`src/rtl/sim_memory_arbiter_pkg.sv`:
```
// Shared requester ids, ORDER encodings and the request record used by the
// two-requester memory port arbiter.
package sim_memory_arbiter_pkg;

  localparam logic RQ0 = 1'b0;
  localparam logic RQ1 = 1'b1;

  typedef enum logic [1:0] {
    ORDER_BYTE = 2'b00,
    ORDER_HALF = 2'b01,
    ORDER_WORD = 2'b10,
    ORDER_NONE = 2'b11
  } order_e;

  typedef struct packed {
    logic [1:0]  order;
    logic [3:0]  mask;
    logic        rw;
    logic [25:0] addr;
    logic [31:0] data;
  } mem_req_t;

endpackage

```
`src/rtl/mist1032isa_sync_fifo.sv`:
```
// Single-clock FIFO with an occupancy counter; a write into a full FIFO is
// accepted when a read retires an entry in the same cycle.
module mist1032isa_sync_fifo #(
  parameter int P_N       = 1,
  parameter int P_DEPTH   = 8,
  parameter int P_DEPTH_N = 3
) (
  input  logic               iCLOCK,
  input  logic               inRESET,
  input  logic               iWR_EN,
  input  logic [P_N-1:0]     iWR_DATA,
  output logic               oWR_FULL,
  input  logic               iRD_EN,
  output logic [P_N-1:0]     oRD_DATA,
  output logic               oRD_EMPTY
);

  localparam logic [P_DEPTH_N:0] LP_FULL = (P_DEPTH_N + 1)'(P_DEPTH);

  logic [P_DEPTH_N-1:0] wr_ptr_q, wr_ptr_d;
  logic [P_DEPTH_N-1:0] rd_ptr_q, rd_ptr_d;
  logic [P_DEPTH_N:0]   count_q, count_d;
  logic [P_N-1:0]       mem_q [P_DEPTH];
  logic                 do_wr, do_rd;

  // NOTE: every always_comb output gets a default first so no path can infer a latch.
  always_comb begin
    do_rd    = iRD_EN && (count_q != '0);
    do_wr    = iWR_EN && ((count_q != LP_FULL) || do_rd);
    wr_ptr_d = wr_ptr_q;
    rd_ptr_d = rd_ptr_q;
    count_d  = count_q;
    if (do_wr) wr_ptr_d = wr_ptr_q + P_DEPTH_N'(1);
    if (do_rd) rd_ptr_d = rd_ptr_q + P_DEPTH_N'(1);
    case ({do_wr, do_rd})
      2'b10:   count_d = count_q + (P_DEPTH_N + 1)'(1);
      2'b01:   count_d = count_q - (P_DEPTH_N + 1)'(1);
      default: count_d = count_q;
    endcase
  end

  // NOTE: state registers use non-blocking assignments; reset is sampled on the clock edge.
  always_ff @(posedge iCLOCK) begin
    if (!inRESET) begin
      wr_ptr_q <= '0;
      rd_ptr_q <= '0;
      count_q  <= '0;
    end else begin
      wr_ptr_q <= wr_ptr_d;
      rd_ptr_q <= rd_ptr_d;
      count_q  <= count_d;
    end
  end

  // NOTE: storage is not reset; the pointers and count alone decide which entries are live.
  always_ff @(posedge iCLOCK) begin
    if (do_wr) mem_q[wr_ptr_q] <= iWR_DATA;
  end

  assign oWR_FULL  = (count_q == LP_FULL);
  assign oRD_EMPTY = (count_q == '0);
  assign oRD_DATA  = mem_q[rd_ptr_q];

endmodule

```
`src/rtl/sim_memory_port_arbiter.sv`:
```
// Two-requester round-robin memory port arbiter with a one-entry request slot
// and an in-order tag FIFO that routes read responses back to their owner.
module sim_memory_port_arbiter
  import sim_memory_arbiter_pkg::*;
#(
  parameter int P_TAG_DEPTH   = 8,
  parameter int P_TAG_DEPTH_N = 3
) (
  input  logic        iCLOCK,
  input  logic        inRESET,
  input  logic        iRQ0_REQ,
  output logic        oRQ0_LOCK,
  input  logic [1:0]  iRQ0_ORDER,
  input  logic [3:0]  iRQ0_MASK,
  input  logic        iRQ0_RW,
  input  logic [25:0] iRQ0_ADDR,
  input  logic [31:0] iRQ0_DATA,
  output logic        oRQ0_VALID,
  input  logic        iRQ0_LOCK,
  output logic [63:0] oRQ0_DATA,
  input  logic        iRQ1_REQ,
  output logic        oRQ1_LOCK,
  input  logic [1:0]  iRQ1_ORDER,
  input  logic [3:0]  iRQ1_MASK,
  input  logic        iRQ1_RW,
  input  logic [25:0] iRQ1_ADDR,
  input  logic [31:0] iRQ1_DATA,
  output logic        oRQ1_VALID,
  input  logic        iRQ1_LOCK,
  output logic [63:0] oRQ1_DATA,
  output logic        oMEM_REQ,
  output logic [1:0]  oMEM_ORDER,
  output logic [3:0]  oMEM_MASK,
  output logic        oMEM_RW,
  output logic [25:0] oMEM_ADDR,
  output logic [31:0] oMEM_DATA,
  input  logic        iMEM_LOCK,
  input  logic        iMEM_VALID,
  input  logic [63:0] iMEM_DATA,
  output logic        oMEM_LOCK,
  output logic        oERROR
);

  mem_req_t slot_q, slot_d;
  mem_req_t rq0_req, rq1_req;
  logic     slot_valid_q, slot_valid_d;
  logic     last_grant_q, last_grant_d;
  logic     error_q, error_d;

  logic tag_full, tag_empty, tag_head;
  logic tag_push, tag_push_id, tag_pop, tag_room;
  logic head_lock, slot_free;
  logic elig0, elig1, grant0, grant1;
  logic rsp0, rsp1;

  assign rq0_req = {iRQ0_ORDER, iRQ0_MASK, iRQ0_RW, iRQ0_ADDR, iRQ0_DATA};
  assign rq1_req = {iRQ1_ORDER, iRQ1_MASK, iRQ1_RW, iRQ1_ADDR, iRQ1_DATA};

  always_comb begin
    head_lock = (tag_head == RQ1) ? iRQ1_LOCK : iRQ0_LOCK;
    tag_pop   = iMEM_VALID && !tag_empty && !head_lock;
    // A full tag FIFO still admits a read when its head retires this cycle.
    tag_room  = !tag_full || tag_pop;
    slot_free = !slot_valid_q || !iMEM_LOCK;

    elig0  = inRESET && slot_free && iRQ0_REQ && (iRQ0_RW || tag_room);
    elig1  = inRESET && slot_free && iRQ1_REQ && (iRQ1_RW || tag_room);
    grant0 = elig0 && (!elig1 || (last_grant_q == RQ1));
    grant1 = elig1 && !grant0;

    tag_push    = (grant0 && !iRQ0_RW) || (grant1 && !iRQ1_RW);
    tag_push_id = grant1 ? RQ1 : RQ0;

    slot_valid_d = slot_valid_q;
    slot_d       = slot_q;
    last_grant_d = last_grant_q;
    if (slot_free) begin
      slot_valid_d = grant0 || grant1;
      if (grant0)      slot_d = rq0_req;
      else if (grant1) slot_d = rq1_req;
    end
    if (grant0)      last_grant_d = RQ0;
    else if (grant1) last_grant_d = RQ1;

    error_d = error_q || (iMEM_VALID && tag_empty);
  end

  always_ff @(posedge iCLOCK) begin
    if (!inRESET) begin
      slot_valid_q <= 1'b0;
      last_grant_q <= RQ1;
      error_q      <= 1'b0;
    end else begin
      slot_valid_q <= slot_valid_d;
      last_grant_q <= last_grant_d;
      error_q      <= error_d;
    end
  end

  // Payload is only meaningful while slot_valid_q is set.
  always_ff @(posedge iCLOCK) begin
    slot_q <= slot_d;
  end

  mist1032isa_sync_fifo #(
    .P_N       (1),
    .P_DEPTH   (P_TAG_DEPTH),
    .P_DEPTH_N (P_TAG_DEPTH_N)
  ) u_tag_fifo (
    .iCLOCK    (iCLOCK),
    .inRESET   (inRESET),
    .iWR_EN    (tag_push),
    .iWR_DATA  (tag_push_id),
    .oWR_FULL  (tag_full),
    .iRD_EN    (tag_pop),
    .oRD_DATA  (tag_head),
    .oRD_EMPTY (tag_empty)
  );

  assign rsp0 = iMEM_VALID && !tag_empty && (tag_head == RQ0);
  assign rsp1 = iMEM_VALID && !tag_empty && (tag_head == RQ1);

  assign oRQ0_LOCK  = !grant0;
  assign oRQ1_LOCK  = !grant1;
  assign oRQ0_VALID = rsp0;
  assign oRQ1_VALID = rsp1;
  assign oRQ0_DATA  = rsp0 ? iMEM_DATA : '0;
  assign oRQ1_DATA  = rsp1 ? iMEM_DATA : '0;
  assign oMEM_LOCK  = !tag_empty && head_lock;

  assign oMEM_REQ   = slot_valid_q;
  assign oMEM_ORDER = slot_q.order;
  assign oMEM_MASK  = slot_q.mask;
  assign oMEM_RW    = slot_q.rw;
  assign oMEM_ADDR  = slot_q.addr;
  assign oMEM_DATA  = slot_q.data;
  assign oERROR     = error_q;

endmodule

```
`config.mk`:
```
export PLATFORM = sky130hd
export DESIGN_NAME = sim_memory_port_arbiter
export DESIGN_NICKNAME = d
export VERILOG_FILES = /design/src/rtl/sim_memory_arbiter_pkg.sv /design/src/rtl/mist1032isa_sync_fifo.sv /design/src/rtl/sim_memory_port_arbiter.sv
export SDC_FILE = /design/constraint.sdc
export NUM_CORES = 1
export LEC_CHECK = 0
export CAP_MARGIN = 40
export CORE_AREA = 2 2 155 157
export DETAILED_ROUTE_END_ITERATION = 6
export DIE_AREA = 0 0 157 159
export GPL_TIMING_DRIVEN = 1
export HOLD_SLACK_MARGIN = 0.05
export PLACE_DENSITY = 0.6
export SYNTH_ARGS = -nofsm -noshare
export SYNTH_HDL_FRONTEND = slang
export SYNTH_SLANG_ARGS = --single-unit
```
`constraint.sdc`:
```
create_clock -name iCLOCK -period 8.5 [get_ports iCLOCK]
set_clock_uncertainty 0.05 [all_clocks]
set_input_delay 0.85 -clock iCLOCK [delete_from_list [all_inputs] [get_ports iCLOCK]]
set_output_delay 0.85 -clock iCLOCK [all_outputs]
set_load 0.05 [all_outputs]
```
Word-level counts from Yosys, hierarchy flattened
Memory sizes are Yosys's and may differ from the RTL's. A register that Yosys moved wholly into a read port is not among the register bits.
Cells that the tools add are included.
{"block": "classes", "n_addsub": 4, "eq_ne": 4, "bitwise": 1, "n_reduce_logical": 41, "muxes": 13}
{"operator": "$mux W65", "n": 2}
{"operator": "$mux W64", "n": 2}
{"operator": "$logic_and A1 B1 Y1", "n": 17}
{"operator": "$logic_not A1 Y1", "n": 10}
{"operator": "$logic_or A1 B1 Y1", "n": 9}
{"operator": "$pmux W4 S2", "n": 1}
{"operator": "$add A3 B1 Y3 const B", "n": 2}
{"operator": "$mux W1", "n": 6}
{"operator": "$mux W3", "n": 2}
{"operator": "$add A4 B1 Y4 const B", "n": 1}
{"operator": "$eq A4 B4 Y1 const B", "n": 1}
{"operator": "$logic_not A4 Y1", "n": 1}
{"operator": "$ne A4 B4 Y1 const B", "n": 1}
{"operator": "$reduce_bool A2 Y1", "n": 2}
{"operator": "$reduce_bool A4 Y1", "n": 1}
{"operator": "$sub A4 B1 Y4 const B", "n": 1}
{"operator": "$eq A2 B1 Y1 const B", "n": 1}
{"operator": "$eq A2 B2 Y1 const B", "n": 1}
{"operator": "$reduce_and A2 Y1", "n": 1}
{"operator": "$not A1 Y1", "n": 1}
{"block": "totals", "register_bits": 78, "mem_bits_rw": 8, "in_bits": 202, "word_cells": 75, "n_memories": 1, "output_inout_bits": 200}
{"memory": "u_tag_fifo.mem_q", "depth": 8, "word_bits": 1, "read_ports": 1, "rd_ports_with_merged_regs": 1, "wr": 1, "line_no": "mist1032isa_sync_fifo.sv:23", "source": "logic [P_N-1:0] mem_q [P_DEPTH];"}

Longest topological paths before layout
{"block": "logic_depth", "word_depth": 17, "depth_mapped": 13}

By module
Synthesis repeated with hierarchy kept, for this count alone.
{"block": "hier_totals", "hier_cells": 414, "hier_area_um2": 5004.8}
{"mod": "sim_memory_port_arbiter", "instances": 1, "seq_area_each_um2": 2011.9, "cells_per_inst": 320, "area_each_um2": 3957.5}
{"mod": "mist1032isa_sync_fifo", "instances": 1, "seq_area_each_um2": 500.5, "cells_per_inst": 94, "area_each_um2": 1047.3}

Worst setup path after synthesis
OpenSTA, ideal clock, no wires.
{"block": "synth_path", "path_kind": "reg2reg", "start": "reg (tool-made name)", "end": "reg slot_q, in the netlist oMEM_ADDR[0], enable pin", "t_arrival_ns": 4.495, "stages_incl_launch_ff": 7, "slack_ns": 3.452, "required_time_ns": 7.947, "setup_ns": 0.503, "path_cell_list": "dfxtp_1 buf_6 mux2i_1 mux4_2 mux2i_4 nor3_1 o21bai_1"}
{"item": "end signal: assignment", "line_no": "sim_memory_port_arbiter.sv:102", "source": "slot_q <= slot_d;"}
{"item": "end: declaration", "line_no": "sim_memory_port_arbiter.sv:44", "source": "mem_req_t slot_q, slot_d;"}

==> out/metrics.cfg <==
[sta]
finalHoldViolCount = 0
rsz0062_at_grt = no
drv_slew = 0
fin_hold_ws_ns = 0.497
final.setup.tns_ns = 0
setup-violations-final = 0
slew_headroom_pct = 45.9
max_freq_mhz = 200
post-route-period-util_pct = 58.9
worst_pin_slew_ns = 0.805
fin_crit_ns = 5.01

[detailed_routing]
totalWireLength_um = 20800
wirelength_met1_um = 6810
post_drt_wl_per_cell_um = 18.6
num_vias = 4623
route.met3.wl_um = 2000
via_per_inst = 4.13
route.detailed.drc = 0
dr_wl_met2_um = 11000
dr.max_layer_used = met5
drt_iter0_drc = 193
drt_first_pass_iters = 4
drt.antenna.violating_nets = 0

[global_route]
overflow = 0
grt_pass1_wl_um = 28900
grt_use_total_pct = 15.9
grt_max_degree = 66
grt_pass1_vias = 4583
antenna_found_initial = 2

[floorplan]
die-width_um = 157
num_rows = 56
coreArea_um2 = 23200
die_area_um2 = 25000
start_util_pct = 21.9
die_y_um = 159
io_pins = 402

[worst_hold_path]
holdCritStartpoint = u_tag_fifo.rd_ptr_q[1]
min_path_type = flop to flop

[finish]
drive_above_1_share_pct = 12.1
register_area_um2 = 2510
layout_common_cells = 401 x clkdlybuf4s50_1, 73 x edfxtp_1, 71 x and2_1
multi_input_area_um2 = 2390
final_common_cell = clkdlybuf4s50_1
n_fill_cell = 2231
area_growth_pct = 92.9
nNetsFinal = 1001

[clocking]
path_clk_slew_ns = 0.07
cts_hold_buf = 0
root_buffer = clkbuf_16
clock-sinks = 89
htree_levels = 3
cts_buffers = 9
post_cts_buffers = 0
cts_tree = yes
cts_resized = 0
clk_latency_ns = 0.34
clockBufferDepth = 2

[yosys]
synth_edf_count = 73
synth-xor-area-share_pct = 1.04
syn-cell-area_um2 = 5070
synth_ff_type = edfxtp_1
synth-async-reset-ratio_pct = 0
synth_cell_types = 43
yosys-top-cells-area = edfxtp_1 43%, mux2_4 15%, and2_1 8.8%, and3_1 8.0%, dfxtp_1 6.3%
syn_inst = 406
synth.avg_cell_area_um2 = 12.5
synth_nets = 613
synthAdderAreaFrac_pct = 1.23
yosysTopAreaCell = edfxtp_1
ys_ff_latch = 89
synth_top_family_by_area = simple AND/OR/NAND/NOR gates
yosysWarningCount = 0
synth_top_area_share_pct = 43.2
synth_compound_area_share_pct = 3.43
synthMuxAreaShare_pct = 20.1
synthSimpleGateAreaFrac_pct = 20.6
yosysSeqAreaShare_pct = 49.6

[power]
p_leak_nw = 3.89
power-per-cell-area_nw_per_um2 = 154
vdd_ir_drop_max_mv = 0.0989

[run_status]
status = finished clean

[worst_setup_path]
critPathArrivalTime_ns = 4.11
worstSetupStartpointType = flop
crit_type = flop to primary output
crit_fanout = 41
required_ns = 7.60
cp-end-kind = primary output

[placed_design]
gp_congestion = 0.799
io_buffers = 401
place_hpwl_um = 17200

[flow_run]
drv_cap = 0

power breakdown:
| part | switching [mW] | total [mW] | leakage, nW | internal [mW] |
|---|---|---|---|---|
| combinational | 0.332 | 0.583 | 2.92 | 0.251 |
| sequential | 0.0147 | 0.526 | 0.829 | 0.512 |
| clock | 0.193 | 0.401 | 0.142 | 0.207 |
cell usage after synthesis (4+ instances only):
library cell  count
clkbuf_1         24
mux2_4           49
nor3_1            4
xnor2_1           4
and2_1           71
o21ai_0           5
ha_1              5
mux2_2           15
mux2i_1           7
nor2b_1           5
a21oi_1           4
dfxtp_1          16
inv_1             7
nand2_1           5
edfxtp_1         73
and3_1           65
nand3_1           4
buf_6             7
path summary, 6_finish.rpt:
path                       endpoint  slack, ns  depth (start not counted)
max                       oRQ1_LOCK       3.49                          9
min          u_tag_fifo.rd_ptr_q[1]       0.50                          2
max reg2reg   u_tag_fifo.count_q[2]       4.51                         12
min reg2reg  u_tag_fifo.rd_ptr_q[1]       0.50                          2
flip-flops by register name (all words and copies together) (netlist names), 2 cells and up, named ones only:
signal / count
u_tag_fifo.count_q: 4
u_tag_fifo.wr_ptr_q: 3
u_tag_fifo.rd_ptr_q: 3
oMEM_ORDER: 2
oMEM_MASK: 4
u_tag_fifo.mem_q: 8
oMEM_ADDR: 26
oMEM_DATA: 32
per-layer routing:
metal	global-route usage, %	vias up
met5	0	-
met2	30.1	267
met4	9.09	2
met3	5.44	35
met1	14.4	2064
li1	-	2255
critical path, stage by stage, from the launching register on:
cell and delay [ns]:
dfxtp_1 0.47, mux2i_1 0.11, mux4_2 0.71, buf_12 0.27, mux2i_4 0.23, nor3_1 0.68
a211oi_1 0.18, buf_2 0.22, inv_1 0.06, clkdlybuf4s50_1 0.84
final cells by class:
cell class | instances | area share (%)
timing repair buffer | 410 | 42.5
clock buffer | 9 | 2.30
sequential | 89 | 25.7
inverter | 7 | 0.269
multi-input combinational | 277 | 24.4
clock inverter | 7 | 0.691
antenna | 1 | 0.0256
tap | 319 | 4.08
cells by family after synthesis:
| family | count (synthesis) |
|---|---|
| and+or+nand+nor | 169 |
| adders and majority gates | 5 |
| DFF | 89 |
| AOI/OAI and AO/OA | 24 |
| buffers and inverters | 40 |
| muxes | 73 |
| xor gates and xnor gates | 6 |
per-stage QoR:
stage               instance area, µm²  util [%]  instances  power (mW)  worst slack [ns]
floorplan                         5070         -        406       0.868              3.45
finish                            9780      42.2       1119        1.51              3.49
CTS                               9780      42.2       1118        1.53              3.44
global placement                  9350      40.3       1095        1.11              3.04
detailed placement                9490      40.9       1102        1.12              3.77
global route                      9780      42.2       1118        1.57              3.28
(Power assumes the default switching activity.)
